## src/rtl/tick_rate_controller_pkg.sv

```systemverilog
// Shared types and helpers for the tick rate controller (optional sweep: TICK_RATE_SWEEP_EN).
// Holds the handshake FSM states, the default counter width and the divisor clamp.
package tick_ctrl_pkg;

  localparam int CNT_W_DEFAULT = 26;

  typedef enum logic {
    RUN     = 1'b0,
    PENDING = 1'b1
  } state_t;

  // Saturate a requested divisor into [lo, hi]; callers widen to 32 bits and truncate back.
  function automatic logic [31:0] clamp_div(input logic [31:0] div,
                                            input logic [31:0] lo,
                                            input logic [31:0] hi);
    if (div < lo) begin
      return lo;
    end else if (div > hi) begin
      return hi;
    end else begin
      return div;
    end
  endfunction

endpackage

```

## src/rtl/tick_rate_controller_if.sv

```systemverilog
// Divisor request handshake between a requester (master) and the controller (slave).
// Shared by the default build and the TICK_RATE_SWEEP_EN build.
interface tick_rate_controller_if
  import tick_ctrl_pkg::*;
#(
  parameter int CNT_W = CNT_W_DEFAULT
);

  logic             REQ_VALID;
  logic [CNT_W-1:0] REQ_DIV;
  logic             REQ_READY;
  logic             REQ_ERR;

  modport master (
    output REQ_VALID,
    output REQ_DIV,
    input  REQ_READY,
    input  REQ_ERR
  );

  modport slave (
    input  REQ_VALID,
    input  REQ_DIV,
    output REQ_READY,
    output REQ_ERR
  );

endinterface

```

## src/rtl/tick_rate_controller_counter.sv

```systemverilog
// Divider counter: wrap detect, registered TICK, HALF_TICK_CLK toggle and divisor load on wrap.
// Identical in the default and TICK_RATE_SWEEP_EN builds; the top decides what to load.
module tick_counter
  import tick_ctrl_pkg::*;
#(
  parameter int CNT_W       = CNT_W_DEFAULT,
  parameter int DIV_DEFAULT = 50000
) (
  input  logic             clk,
  input  logic             srst,
  input  logic             load_en,
  input  logic [CNT_W-1:0] load_div,
  output logic             wrap,
  output logic             tick,
  output logic             half_tick_clk,
  output logic [CNT_W-1:0] cur_div
);

  logic [CNT_W-1:0] count_reg;
  logic [CNT_W-1:0] cur_div_reg;
  logic             tick_reg;
  logic             half_reg;

  // Always compared against the divisor in force, so a pending change never truncates a period.
  always_comb begin
    wrap = (count_reg == (cur_div_reg - CNT_W'(1)));
  end

  always_ff @(posedge clk) begin
    if (srst) begin
      count_reg   <= '0;
      cur_div_reg <= CNT_W'(DIV_DEFAULT);
      tick_reg    <= 1'b0;
      half_reg    <= 1'b0;
    end else begin
      tick_reg <= wrap;
      if (wrap) begin
        count_reg <= '0;
        half_reg  <= ~half_reg;
        if (load_en) begin
          cur_div_reg <= load_div;
        end
      end else begin
        count_reg <= count_reg + CNT_W'(1);
      end
    end
  end

  assign tick          = tick_reg;
  assign half_tick_clk = half_reg;
  assign cur_div       = cur_div_reg;

endmodule

```

## src/rtl/tick_rate_controller.sv

```systemverilog
// Programmable sample-rate tick generator with a valid/ready divisor request port.
// Define TICK_RATE_SWEEP_EN to add the SWEEP_ON/SWEEP_STEP sawtooth divisor sweep.
module tick_rate_controller
  import tick_ctrl_pkg::*;
#(
  parameter int CNT_W       = CNT_W_DEFAULT,
  parameter int DIV_DEFAULT = 50000,
  parameter int DIV_MIN     = 2,
  parameter int DIV_MAX     = 50000000
) (
  input  logic                   CLOCK,
  input  logic                   RESET,
  tick_rate_controller_if.slave  req,
`ifdef TICK_RATE_SWEEP_EN
  input  logic                   SWEEP_ON,
  input  logic [CNT_W-1:0]       SWEEP_STEP,
`endif
  output logic [CNT_W-1:0]       CUR_DIV,
  output logic                   TICK,
  output logic                   HALF_TICK_CLK
);

  state_t           state_reg;
  state_t           state_next;
  logic [CNT_W-1:0] pend_div_reg;
  logic [CNT_W-1:0] pend_div_next;
  logic             err_reg;
  logic             err_next;
  logic             load_en;
  logic [CNT_W-1:0] load_div;
  logic             wrap;
  logic [CNT_W-1:0] cur_div;

`ifdef TICK_RATE_SWEEP_EN
  logic [CNT_W-1:0] sweep_div;

  // Stepping below DIV_MIN (or wrapping past zero) restarts the chirp at DIV_MAX.
  always_comb begin
    if ((cur_div < SWEEP_STEP) || ((cur_div - SWEEP_STEP) < CNT_W'(DIV_MIN))) begin
      sweep_div = CNT_W'(DIV_MAX);
    end else begin
      sweep_div = cur_div - SWEEP_STEP;
    end
  end
`endif

  always_comb begin
    state_next    = state_reg;
    pend_div_next = pend_div_reg;
    err_next      = 1'b0;
    load_en       = 1'b0;
    load_div      = pend_div_reg;
    case (state_reg)
      RUN: begin
        if (req.REQ_VALID) begin
          pend_div_next = CNT_W'(clamp_div(32'(req.REQ_DIV), 32'(DIV_MIN), 32'(DIV_MAX)));
          err_next      = (req.REQ_DIV < CNT_W'(DIV_MIN)) || (req.REQ_DIV > CNT_W'(DIV_MAX));
          state_next    = PENDING;
        end
`ifdef TICK_RATE_SWEEP_EN
        else if (SWEEP_ON && wrap) begin
          load_en  = 1'b1;
          load_div = sweep_div;
        end
`endif
      end
      PENDING: begin
        // The new divisor lands exactly on a period boundary.
        if (wrap) begin
          load_en    = 1'b1;
          load_div   = pend_div_reg;
          state_next = RUN;
        end
      end
      default: begin
        state_next = RUN;
      end
    endcase
  end

  always_ff @(posedge CLOCK) begin
    if (RESET) begin
      state_reg    <= RUN;
      pend_div_reg <= CNT_W'(DIV_DEFAULT);
      err_reg      <= 1'b0;
    end else begin
      state_reg    <= state_next;
      pend_div_reg <= pend_div_next;
      err_reg      <= err_next;
    end
  end

  // Ready is shown high through reset; the reset branch above discards anything offered then.
  assign req.REQ_READY = RESET || (state_reg == RUN);
  assign req.REQ_ERR   = err_reg;

  tick_counter #(
    .CNT_W       (CNT_W),
    .DIV_DEFAULT (DIV_DEFAULT)
  ) u_counter (
    .clk           (CLOCK),
    .srst          (RESET),
    .load_en       (load_en),
    .load_div      (load_div),
    .wrap          (wrap),
    .tick          (TICK),
    .half_tick_clk (HALF_TICK_CLK),
    .cur_div       (cur_div)
  );

  assign CUR_DIV = cur_div;

endmodule

```

## src/flat_wrapper.sv

```systemverilog
// flat-port wrapper written by rule: the top's interface ports become plain ports
module tick_rate_controller_flat import tick_ctrl_pkg::*;
#(
  parameter int CNT_W       = CNT_W_DEFAULT,
  parameter int DIV_DEFAULT = 50000,
  parameter int DIV_MIN     = 2,
  parameter int DIV_MAX     = 50000000
)
  (CLOCK, RESET, CUR_DIV, TICK, HALF_TICK_CLK, req_REQ_VALID, req_REQ_DIV, req_REQ_READY, req_REQ_ERR);
  tick_rate_controller_if #(.CNT_W(CNT_W)) req_i ();
  input  logic CLOCK;
  input  logic RESET;
  output logic [CNT_W-1:0] CUR_DIV;
  output logic TICK;
  output logic HALF_TICK_CLK;
  input wire logic [$bits(req_i.REQ_VALID)-1:0] req_REQ_VALID;
  input wire logic [$bits(req_i.REQ_DIV)-1:0] req_REQ_DIV;
  output wire logic [$bits(req_i.REQ_READY)-1:0] req_REQ_READY;
  output wire logic [$bits(req_i.REQ_ERR)-1:0] req_REQ_ERR;
  assign req_i.REQ_VALID = req_REQ_VALID;
  assign req_i.REQ_DIV = req_REQ_DIV;
  assign req_REQ_READY = req_i.REQ_READY;
  assign req_REQ_ERR = req_i.REQ_ERR;
  tick_rate_controller #(.CNT_W(CNT_W), .DIV_DEFAULT(DIV_DEFAULT), .DIV_MIN(DIV_MIN), .DIV_MAX(DIV_MAX)) u_core (.CLOCK(CLOCK), .RESET(RESET), .req(req_i), .CUR_DIV(CUR_DIV), .TICK(TICK), .HALF_TICK_CLK(HALF_TICK_CLK));
endmodule
```

## config.mk

```make
export PLATFORM = sky130hd
export DESIGN_NAME = tick_rate_controller_flat
export DESIGN_NICKNAME = d
export VERILOG_FILES = /design/src/rtl/tick_rate_controller_pkg.sv /design/src/rtl/tick_rate_controller_if.sv /design/src/rtl/tick_rate_controller_counter.sv /design/src/rtl/tick_rate_controller.sv /design/src/flat_wrapper.sv
export SDC_FILE = /design/constraint.sdc
export NUM_CORES = 1
export LEC_CHECK = 0
export ABC_CLOCK_PERIOD_IN_PS = 7700
export CORE_ASPECT_RATIO = 0.6
export CORE_MARGIN = 2
export CORE_UTILIZATION = 45
export DETAILED_ROUTE_END_ITERATION = 7
export PLACE_DENSITY = 0.68
export SYNTH_ARGS = -nofsm -noshare
export SYNTH_HDL_FRONTEND = slang
export SYNTH_SLANG_ARGS = --single-unit
```

## constraint.sdc

```tcl
create_clock -name CLOCK -period 7.7 [get_ports CLOCK]
set_clock_uncertainty 0.1 [all_clocks]
set_input_delay 1.54 -clock CLOCK [delete_from_list [all_inputs] [get_ports CLOCK]]
set_output_delay 1.54 -clock CLOCK [all_outputs]
set_load 0.02 [all_outputs]
```

==> impl_metrics.tcl, run 1 <==
set metrics [dict create \
    run_status "complete, no violations" \
    cts_buffer_depth 2 \
    ys_ff_latch 82 \
    rows 27 \
    coreArea_um2 9120 \
    synth_edf_count 0 \
    critPathMaxFanout 39 \
    async_flop_share_pct 0 \
    grt_pass1_wl_mm 18.6 \
    root_buffer "clkbuf_16" \
    place_inst 665 \
    chipWidth_um 129 \
    cts_made_buffers 9 \
    place_congestion 0.900 \
    syn_inst 516 \
    cp-end-kind "primary output" \
    diodes 0 \
    vias 4033 \
    post_cts.repair.setup_buffers 0 \
    fin_nets 591 \
    ant_nets 0 \
    synth_nets 547 \
    synth-warning-count 0 \
    worst_hold_startpoint "u_core.pend_div_reg[25]" \
    port_buffers 58 \
    synth_compound_area_share_pct 16.1 \
    antenna_found_initial 0 \
    grt_max_degree 40 \
    synthSimpleGateAreaFrac_pct 27.5 \
    wl_mm 11.3 \
    overflow 0 \
    setup_viol 0 \
    ios 59 \
    finalCritPeriodShare_pct 66.9 \
    synth-seq-area-share_pct 39.0 \
    path_clk_slew_ns 0.06 \
    h-tree-depth 3 \
    grtUsageTotal_pct 23.2 \
    regArea_um2 1640 \
    slew_violations 0 \
    grt_pass1_vias 3633 \
    synth_xor_area_share_pct 12.5 \
    finalHoldViolCount 0 \
    rsz0062_at_grt "no" \
    yosysMostFrequentCell "dfxtp_1" \
    utilization_pct 56.4 \
    drc_errors 0 \
    die_h_um 78.9 \
    multi_input_area_um2 2400 \
    vdd_ir_drop_max_mv 0.132 \
    power_leakage_uw 0.00175 \
    post_cts_resized 0 \
    drt_pass1_iterations 5 \
    p_per_area_nw_per_um2 184 \
    die_area_um2 10200 \
    crit_type "in2out" \
    relSlewSlack_pct 29.9 \
    synth_area_leaders "dfxtp_1 (39%), xnor2_1 (6.9%), nor2_1 (6.2%)" \
    vias_per_cell 5.92 \
    tightest_slew_ns 1.05 \
    critPathLaunchType "input pin" \
    holdWs_ns 0.361 \
    synthAdderAreaFrac_pct 0.594 \
    yosysUniqueCellTypes 52 \
    postCtsHoldBufs 0 \
    initial_utilization_pct 46.2 \
    ys_dominant_reg_cell "dfxtp_1" \
    syn_area_um2 4210 \
    syn_area_per_cell_um2 8.16 \
    cp.required_ns 6.06 \
    synth_area_leader_cell "dfxtp_1" \
    synth_top_area_share_pct 39.0 \
    final_layout_size_suffix_gt1_share_pct 4.42 \
    clkLatencyLatePin_ns 0.34 \
    ys_top_cells_by_count "dfxtp_1 (82), nor2_1 (70), nand3_1 (50)" \
    fin_cells 681 \
    fin_setup_tns_ns 0 \
    drt_first_iter_violations 427 \
    power.total_uw 948 \
    crit_arrival_ns 3.52 \
    drv_cap 0 \
    fmax_mhz 194 \
    dp_hpwl_mm 8.35 \
    num-fill-cells 841 \
    startpoint "RESET" \
    hp-class "reg2reg" \
    synth_top_family_by_area "simple AND/OR/NAND/NOR gates" \
    cts_sinks 82 \
    area.growth.synth_to_final_pct 22.0 \
    reg2reg_from "u_core.u_counter.cur_div[5]" \
    period_minus_slack_ns 5.16 \
    drt-wirelength-per-cell_um 16.6 \
    synthMuxAreaShare_pct 0.238 \
    cts_tree "done" \
]
-- placed cells by master (no fill, tap or decap), drive strengths merged, types with 3 or more instances in the layout --
master / netlist / routed
nor4b: 4 / 4
dfxtp: 82 / 82
nor4: 12 / 12
xnor2: 33 / 33
a41oi: 4 / 4
or4: 5 / 5
a22oi: 10 / 10
o21ai: 39 / 39
nor2b: 3 / 3
nand3: 50 / 50
o211ai: 5 / 5
nor3: 23 / 23
a221o: 6 / 6
nand2b: 3 / 3
and3: 12 / 12
clkbuf: 21 / 10
clkdlybuf4s50: 0 / 58
nand4b: 3 / 3
nand4: 12 / 12
nor2: 70 / 70
nand2: 18 / 18
a21oi: 27 / 27
buf: 9 / 5
xor2: 27 / 27
inv: 7 / 10
-- worst paths after layout --
kind                                          to  slack, ns  depth (start not counted)
setup / recovery                   req_REQ_READY       2.54                          5
hold reg to reg          u_core.pend_div_reg[25]       0.36                          2
setup reg to reg  u_core.u_counter.count_reg[17]       3.14                          8
hold / removal           u_core.pend_div_reg[25]       0.36                          2
-- area by class of cell --
| cell class | instances | area share, % |
|---|---|---|
| clock buffers | 10 | 4.65 |
| well taps | 116 | 2.82 |
| clock inverters | 6 | 1.41 |
| repair buffers | 63 | 12.0 |
| multi-input cells | 397 | 46.6 |
| inverters | 7 | 0.511 |
| flip-flops and latches | 82 | 31.9 |
-- through the flow --
step	setup slack (ns)	instance area, um^2
2_1_floorplan	4.03	4210
3_3_place_gp	2.55	4830
3_5_place_dp	2.54	4830
4_1_cts	2.54	5140
5_1_grt	2.41	5140
6_report	2.54	5140
-- power by group --
| part | leakage, uW | internal, uW | switching, uW |
|---|---|---|---|
| clock network | 0.000150 | 264 | 183 |
| registers | 0.000667 | 435 | 9.84 |
| logic | 0.000930 | 25.3 | 30.6 |
-- kinds of logic after synthesis --
logic type | after synthesis
AND/OR/NAND/NOR | 226
AO/OA/AOI/OAI | 108
XOR/XNOR | 60
buffers and inverters | 37
flip-flops | 82
adder cells (fa/ha/maj) | 2
multiplexers | 1
-- critical path: stages --
cell and delay [ns]:
clkdlybuf4s50_1 0.45, buf_4 0.36, inv_1 0.38, nand2_1 0.15, clkdlybuf4s50_1 0.62
-- metal layers --
layer,GRT usage (%),vias up,share of wire [%]
met5,0,-,0
li1,-,1965,-
met2,32.9,133,41
met1,34.6,1921,51
met4,5.54,0,0.99
met3,6.27,14,7.2
(Power assumes the default switching activity.)
==> inputs of run 2 (changes only) <==
--- a/config.mk
+++ b/config.mk
@@ -5,12 +5,12 @@
 export SDC_FILE = /design/constraint.sdc
 export NUM_CORES = 1
 export LEC_CHECK = 0
-export ABC_CLOCK_PERIOD_IN_PS = 7700
+export ABC_CLOCK_PERIOD_IN_PS = 4300
 export CORE_ASPECT_RATIO = 0.6
 export CORE_MARGIN = 2
 export CORE_UTILIZATION = 45
 export DETAILED_ROUTE_END_ITERATION = 7
-export PLACE_DENSITY = 0.68
+export PLACE_DENSITY = 0.7
 export SYNTH_ARGS = -nofsm -noshare
 export SYNTH_HDL_FRONTEND = slang
 export SYNTH_SLANG_ARGS = --single-unit
==> constraint.sdc (replaced) <==
create_clock -name CLOCK -period 4.3 [get_ports CLOCK]
set_clock_uncertainty 0.1 [all_clocks]
set_input_delay 0.86 -clock CLOCK [delete_from_list [all_inputs] [get_ports CLOCK]]
set_output_delay 0.86 -clock CLOCK [all_outputs]
set_load 0.02 [all_outputs]
==> impl_metrics.tcl, run 2 (synthesis results as in run 1) <==
set metrics [dict create \
    run_status "complete, no violations" \
    die_area_um2 10200 \
    clkLatencyLatePin_ns 0.34 \
    drt_pass1_iterations 5 \
    critPathMaxFanout 28 \
    power.total_uw 1650 \
    grt_pass1_vias 3738 \
    cp-end-kind "register" \
    wl_mm 12.0 \
    ant_nets 0 \
    final_layout_size_suffix_gt1_share_pct 5.24 \
    area.growth.synth_to_final_pct 22.8 \
    cp_cell_sequence "or4_1, or4b_1, a211o_1, or4_1, nor4_2, nand4b_2, buf_4, nand2_1, buf_4, nor2_1" \
    finalCritPeriodShare_pct 88.9 \
    critPathLaunchType "register" \
    dpl_worst_slack_ns 0.506 \
    cts_buffer_depth 2 \
    finalHoldViolCount 0 \
    cts_tree "done" \
    drt_first_iter_violations 313 \
    post_cts.repair.setup_buffers 0 \
    port_buffers 58 \
    vias_per_cell 6.02 \
    vdd_ir_drop_max_mv 0.186 \
    crit_slowest_cell "or4_1" \
    rsz0062_at_grt "no" \
    antenna_found_initial 0 \
    drt-wirelength-per-cell_um 17.5 \
    slew_violations 0 \
    crit_type "reg2reg" \
    initial_utilization_pct 46.2 \
    final_cell_mix "dfxtp_1 (82), nor2_1 (70), clkdlybuf4s50_1 (58)" \
    cpPeakStageDelay_ns 0.70 \
    vias 4142 \
    hp-class "reg2reg" \
    diodes 0 \
    utilization_pct 56.7 \
    final_common_cell "dfxtp_1" \
    relSlewSlack_pct 41.3 \
    grtUsageTotal_pct 24.8 \
    cts_made_buffers 9 \
    fin_setup_tns_ns 0 \
    coreArea_um2 9120 \
    p_per_area_nw_per_um2 320 \
    h-tree-depth 3 \
    place_congestion 0.931 \
    crit_arrival_ns 3.94 \
    holdWs_ns 0.368 \
    post_cts_resized 0 \
    fin_nets 599 \
    cp.required_ns 4.42 \
    drv_cap 0 \
    root_buffer "clkbuf_16" \
    fmax_mhz 262 \
    power_leakage_uw 0.00177 \
    grt_pass1_wl_mm 19.9 \
    tightest_slew_ns 0.879 \
    overflow 0 \
    rows 27 \
    die_h_um 78.9 \
    path_clk_slew_ns 0.06 \
    dp_hpwl_mm 8.85 \
    drc_errors 0 \
    ios 59 \
    fin_ws_ns 0.479 \
    setup_viol 0 \
    postCtsHoldBufs 0 \
    chipWidth_um 129 \
    cts_sinks 82 \
    period_minus_slack_ns 3.82 \
    grt_max_degree 39 \
]
-- run 2: metal layers --
| metal | vias up | wire (um) | part of all wire [%] | global-route usage, % |
|---|---|---|---|---|
| met1 | 1963 | 6000 | 50 | 38.5 |
| met5 | - | 0 | 0 | 0 |
| met2 | 186 | 4850 | 40 | 33.2 |
| met3 | 18 | 991 | 8.2 | 5.80 |
| li1 | 1975 | - | - | - |
| met4 | 0 | 183 | 1.5 | 7.83 |
-- run 2: final cells by class --
class                      count  area (um^2)
multi-input combinational    397         2400
sequential                    82         1640
fill                         854         3950
clock buffer                  11          233
tap                          116          145
inverter                       7         26.3
clock inverter                 4         53.8
timing repair buffer          71          678
-- run 2: power by group --
| part | internal, uW | switching (uW) |
|---|---|---|
| combinational | 47.4 | 61.5 |
| sequential | 780 | 13.3 |
| clock | 448 | 305 |
-- run 2: path summary, 6_finish.rpt --
kind | start | endpoint | slack (ns) | cells past startpoint
max | u_core.u_counter.cur_div[5] | u_core.u_counter.count_reg[5] | 0.48 | 10
min | u_core.pend_div_reg[19] | u_core.u_counter.cur_div[19] | 0.37 | 2
max reg2reg | u_core.u_counter.cur_div[5] | u_core.u_counter.count_reg[5] | 0.48 | 10
min reg2reg | u_core.pend_div_reg[19] | u_core.u_counter.cur_div[19] | 0.37 | 2
-- run 2: worst max-delay path: cells and delay by family (launching register included) --
family	cells	cell delay [ns]
compound gates	1	0.32
buf+inv	2	0.52
flops	1	0.38
simple gates	7	2.37
-- run 2: through the flow --
step	instance area, um^2	std cells
6_report	5170	688
5_1_grt	5170	688
4_1_cts	5170	688
3_5_place_dp	4890	673
3_3_place_gp	4890	673
2_1_floorplan	4210	516
==> patch 1, RTL diff (config.mk and constraints of run 2) <==
The package constant `CNT_W_DEFAULT` goes from 26 to 13.
--- a/src/rtl/tick_rate_controller_pkg.sv
+++ b/src/rtl/tick_rate_controller_pkg.sv
@@ -3,5 +3,5 @@
 package tick_ctrl_pkg;
 
-  localparam int CNT_W_DEFAULT = 26;
+  localparam int CNT_W_DEFAULT = 13;
 
   typedef enum logic {
Ports: changed (resized CUR_DIV and req_REQ_DIV); port bits go from 59 to 33. No check against the original RTL was run, so the function may have changed too.
==> patch 1 against run 2 <==
Critical path depth fell by 2; sequential cell count down 39; die area decreased by 47%; non-clock buffer count decreased by 36; count of clock-buffer cells in the layout decreased by 6; total power shrank 52%; cell area is 49% lower; routed wire length is 56% lower; area after synthesis shrank 49%; worst setup slack gained 0.47 ns; via count decreased by 53%; critical endpoint is now u_core.u_counter.count_reg[4]; highest routed layer unchanged.
==> patch 1: results (changes against run 2) <==
- Clk cell area share: 0.04278 (-0.01259)
- DR iter-0 viols: 142 (-55%)
- Layout cells sized above 1: 0.05556 (+0.003108)
- Gpl congestion: 0.7947 (-15%)
- Total CTS buffers: 5 (-4)
- Multi-input logic area: 0.001207 mm2 (-50%)
- H-tree Lvls: 2 (-1)
- Worst slew pin tran: 0.9681 ns (+0.08934 ns)
- Signal inverters: 8 (+1)
- Cells after Synth: 261 (-49%)
- First-pass GRT wire length: 8.921 mm (-55%)
- Hold Path End: u_core.pend_div_reg[12]
- Clock slew at reported path FFs: 0.09 ns (+0.03 ns)
- Synth Area in Adders: 0.01154 (+0.005601)
- Max Fanout on Critical Path: 14 (-50%)
- XOR/XNOR Fraction of Synth Area: 0.1073 (-0.01741)
- Cell count of the worst reg-to-reg path: 8 (-2)
- Crit share post-route: 0.7784 (-0.1103)
- Largest net degree at the start of global routing: 21 (-46%)
- Drt via density: 5.593 (-7.1%)
- Clock sink count: 43 (-48%)
- Register fraction of the total cell area: 0.3270 (+0.009783)
- Clock latency on the worst-skew pair: 0.31 ns (-0.03 ns)
- Fill count: 442 (-48%)
- Sequential share of the synthesized area: 0.3970 (+0.007335)
- Most frequent cells after synthesis: dfxtp_1 (43), nand2_1 (29), nor2_1 (20), a21oi_1 (19), xor2_1 (13)
- Placement Setup Slack: 1.047 ns (+0.5412 ns)
- Status: finished, final reports clean
- HP Start: u_core.pend_div_reg[12]
- Flop2flop setup slack: 0.95 ns (+0.47 ns)
- Critical-path top delay cell: a2111oi_0
- Root Buffer: clkbuf_8
[patch 1: metrics by stage]
step | power [uW] | utilization
5_1_grt | 826.7 | 0.5708
6_report | 797.4 | 0.5708
3_3_place_gp | 482.6 | 0.5464
3_5_place_dp | 483.2 | 0.5464
4_1_cts | 798.5 | 0.5708
2_1_floorplan | 456.4 | -
[patch 1: per-layer routing]
metal / vias up / track usage / wire, um
met5: - / 0 / 0
met4: 0 / 0.06625 / 69
met3: 10 / 0.04941 / 327
met2: 53 / 0.2847 / 2021
met1: 904 / 0.3317 / 2849
li1: 996 / - / -
[patch 1: report_power, final]
part | total [uW] | switching [uW] | internal [uW]
sequential | 418 | 8.36 | 409
combinational | 56.7 | 29.8 | 27.0
clock | 323 | 150 | 173
[patch 1: worst max-delay path, delay by kind of cell (launching register included)]
family / cells / cell delay [ns]
compound gates: 2 / 1.16
simple gates: 2 / 0.74
flops: 1 / 0.47
buf+inv: 2 / 0.32
fa+ha+maj: 1 / 0.31
xor+xnor: 1 / 0.13
==> patch 2, RTL diff (flow settings as in run 2) <==
Without the edit above. Reset style: asynchronous (`RESET` and `srst`), changed in 2 clocked blocks.
--- a/src/rtl/tick_rate_controller_counter.sv
+++ b/src/rtl/tick_rate_controller_counter.sv
@@ -27,5 +27,5 @@
   end
 
-  always_ff @(posedge clk) begin
+  always_ff @(posedge clk or posedge srst) begin
     if (srst) begin
       count_reg   <= '0;
--- a/src/rtl/tick_rate_controller.sv
+++ b/src/rtl/tick_rate_controller.sv
@@ -79,5 +79,5 @@
   end
 
-  always_ff @(posedge CLOCK) begin
+  always_ff @(posedge CLOCK or posedge RESET) begin
     if (RESET) begin
       state_reg    <= RUN;
Behaviour: differs if RESET is asserted again (counterexample within 4 cycles, from zero or initial values and one cycle with RESET high); with RESET held inactive, the same outputs for 10 cycles.
==> patch 2 against run 2 <==
Sequential share of layout area is 5.0 points higher; routed wire length is 5.4% lower; sequential cell count stayed put; clock power is 0.9% higher; total power is 1.0% higher; via count is 8.7% lower; cell area is 8.6% higher; worst setup slack worse by 0.034 ns; area after synthesis is 11% higher; synthesized cell count is 4.3% lower.
==> patch 2: results (changes against run 2) <==
- Cell count of the worst reg-to-reg path: 11 (+1)
- Met2 usage: 0.2975 (-0.03475)
- End point of the critical path: u_core.u_counter.cur_div[1]
- Met2 WL: 4.750 mm (-2.1%)
- Max Fanout on Critical Path: 27 (-3.6%)
- Via Count: 3781 (-8.7%)
- Gpl congestion: 0.9215 (-0.97%)
- Post-Syn Nets: 525 (-4.0%)
- Cell total after placement: 661 (-1.8%)
- Fill count: 920 (+7.7%)
- Top_reg_cell synth: dfrtp_1
- Nets: 568 (-5.2%)
- Hold Slack: 0.3630 ns (-0.005444 ns)
- Sequential share of the synthesized area: 0.4402 (+0.05052)
- First-pass GRT wire length: 18.58 mm (-6.5%)
- Max Clock Freq: 0.2594 GHz (-0.89%)
- Cells after Synth: 494 (-4.3%)
- GR Util met3: 0.04945 (-0.008501)
- Status: finished, final reports clean
- Cell variety after synth: 64 (+23%)
- Post-Route WL: 11.39 mm (-5.4%)
- Most frequent cells after synthesis: nor2_1 (75), dfrtp_1 (70), nand2_1 (45), xnor2_1 (35)
- Flop2flop setup slack: 0.44 ns (-0.03 ns)
- Hold path depth: 1 (-1)
- Reg-to-Reg Start: u_core.u_counter.cur_div[0]
- HP Start: u_core.u_counter.half_tick_clk
- Met1 WL: 5.761 mm (-4.0%)
- Placement Setup Slack: 0.4962 ns (-0.009988 ns)
- Leakage: 0.002438 uW (+38%)
## patch 2: cells by family (layout without fill, tap and decap cells)
kind of cell,after synthesis,after routing,share of synthesized area
AND/OR/NAND/NOR,221,221,0.2454
flip-flops,82,82,0.4402
AO/OA/AOI/OAI,65,65,0.08927
XOR/XNOR,56,56,0.1044
buffers and inverters,39,87,0.03837
multiplexers,29,29,0.07701
adder cells (fa/ha/maj),2,2,0.005328
## patch 2: area by class of cell
type | count | area (um2) | share of cell area
Clock inverter | 7 | 66.31 | 0.01180
Multi-Input combinational cell | 373 | 2449 | 0.4356
Sequential cell | 82 | 2067 | 0.3677
Timing Repair Buffer | 62 | 610.6 | 0.1086
Clock buffer | 9 | 225.2 | 0.04006
Inverter | 9 | 35.03 | 0.006232
Tap cell | 135 | 168.9 | 0.03005
## patch 2: report_power, final
part	leakage, uW	switching [uW]	internal (uW)
Combinational	0.00125	45.3	40.4
Sequential	0.00105	21.0	806
Clock	0.000145	351	408
Total	0.00244	417	1250
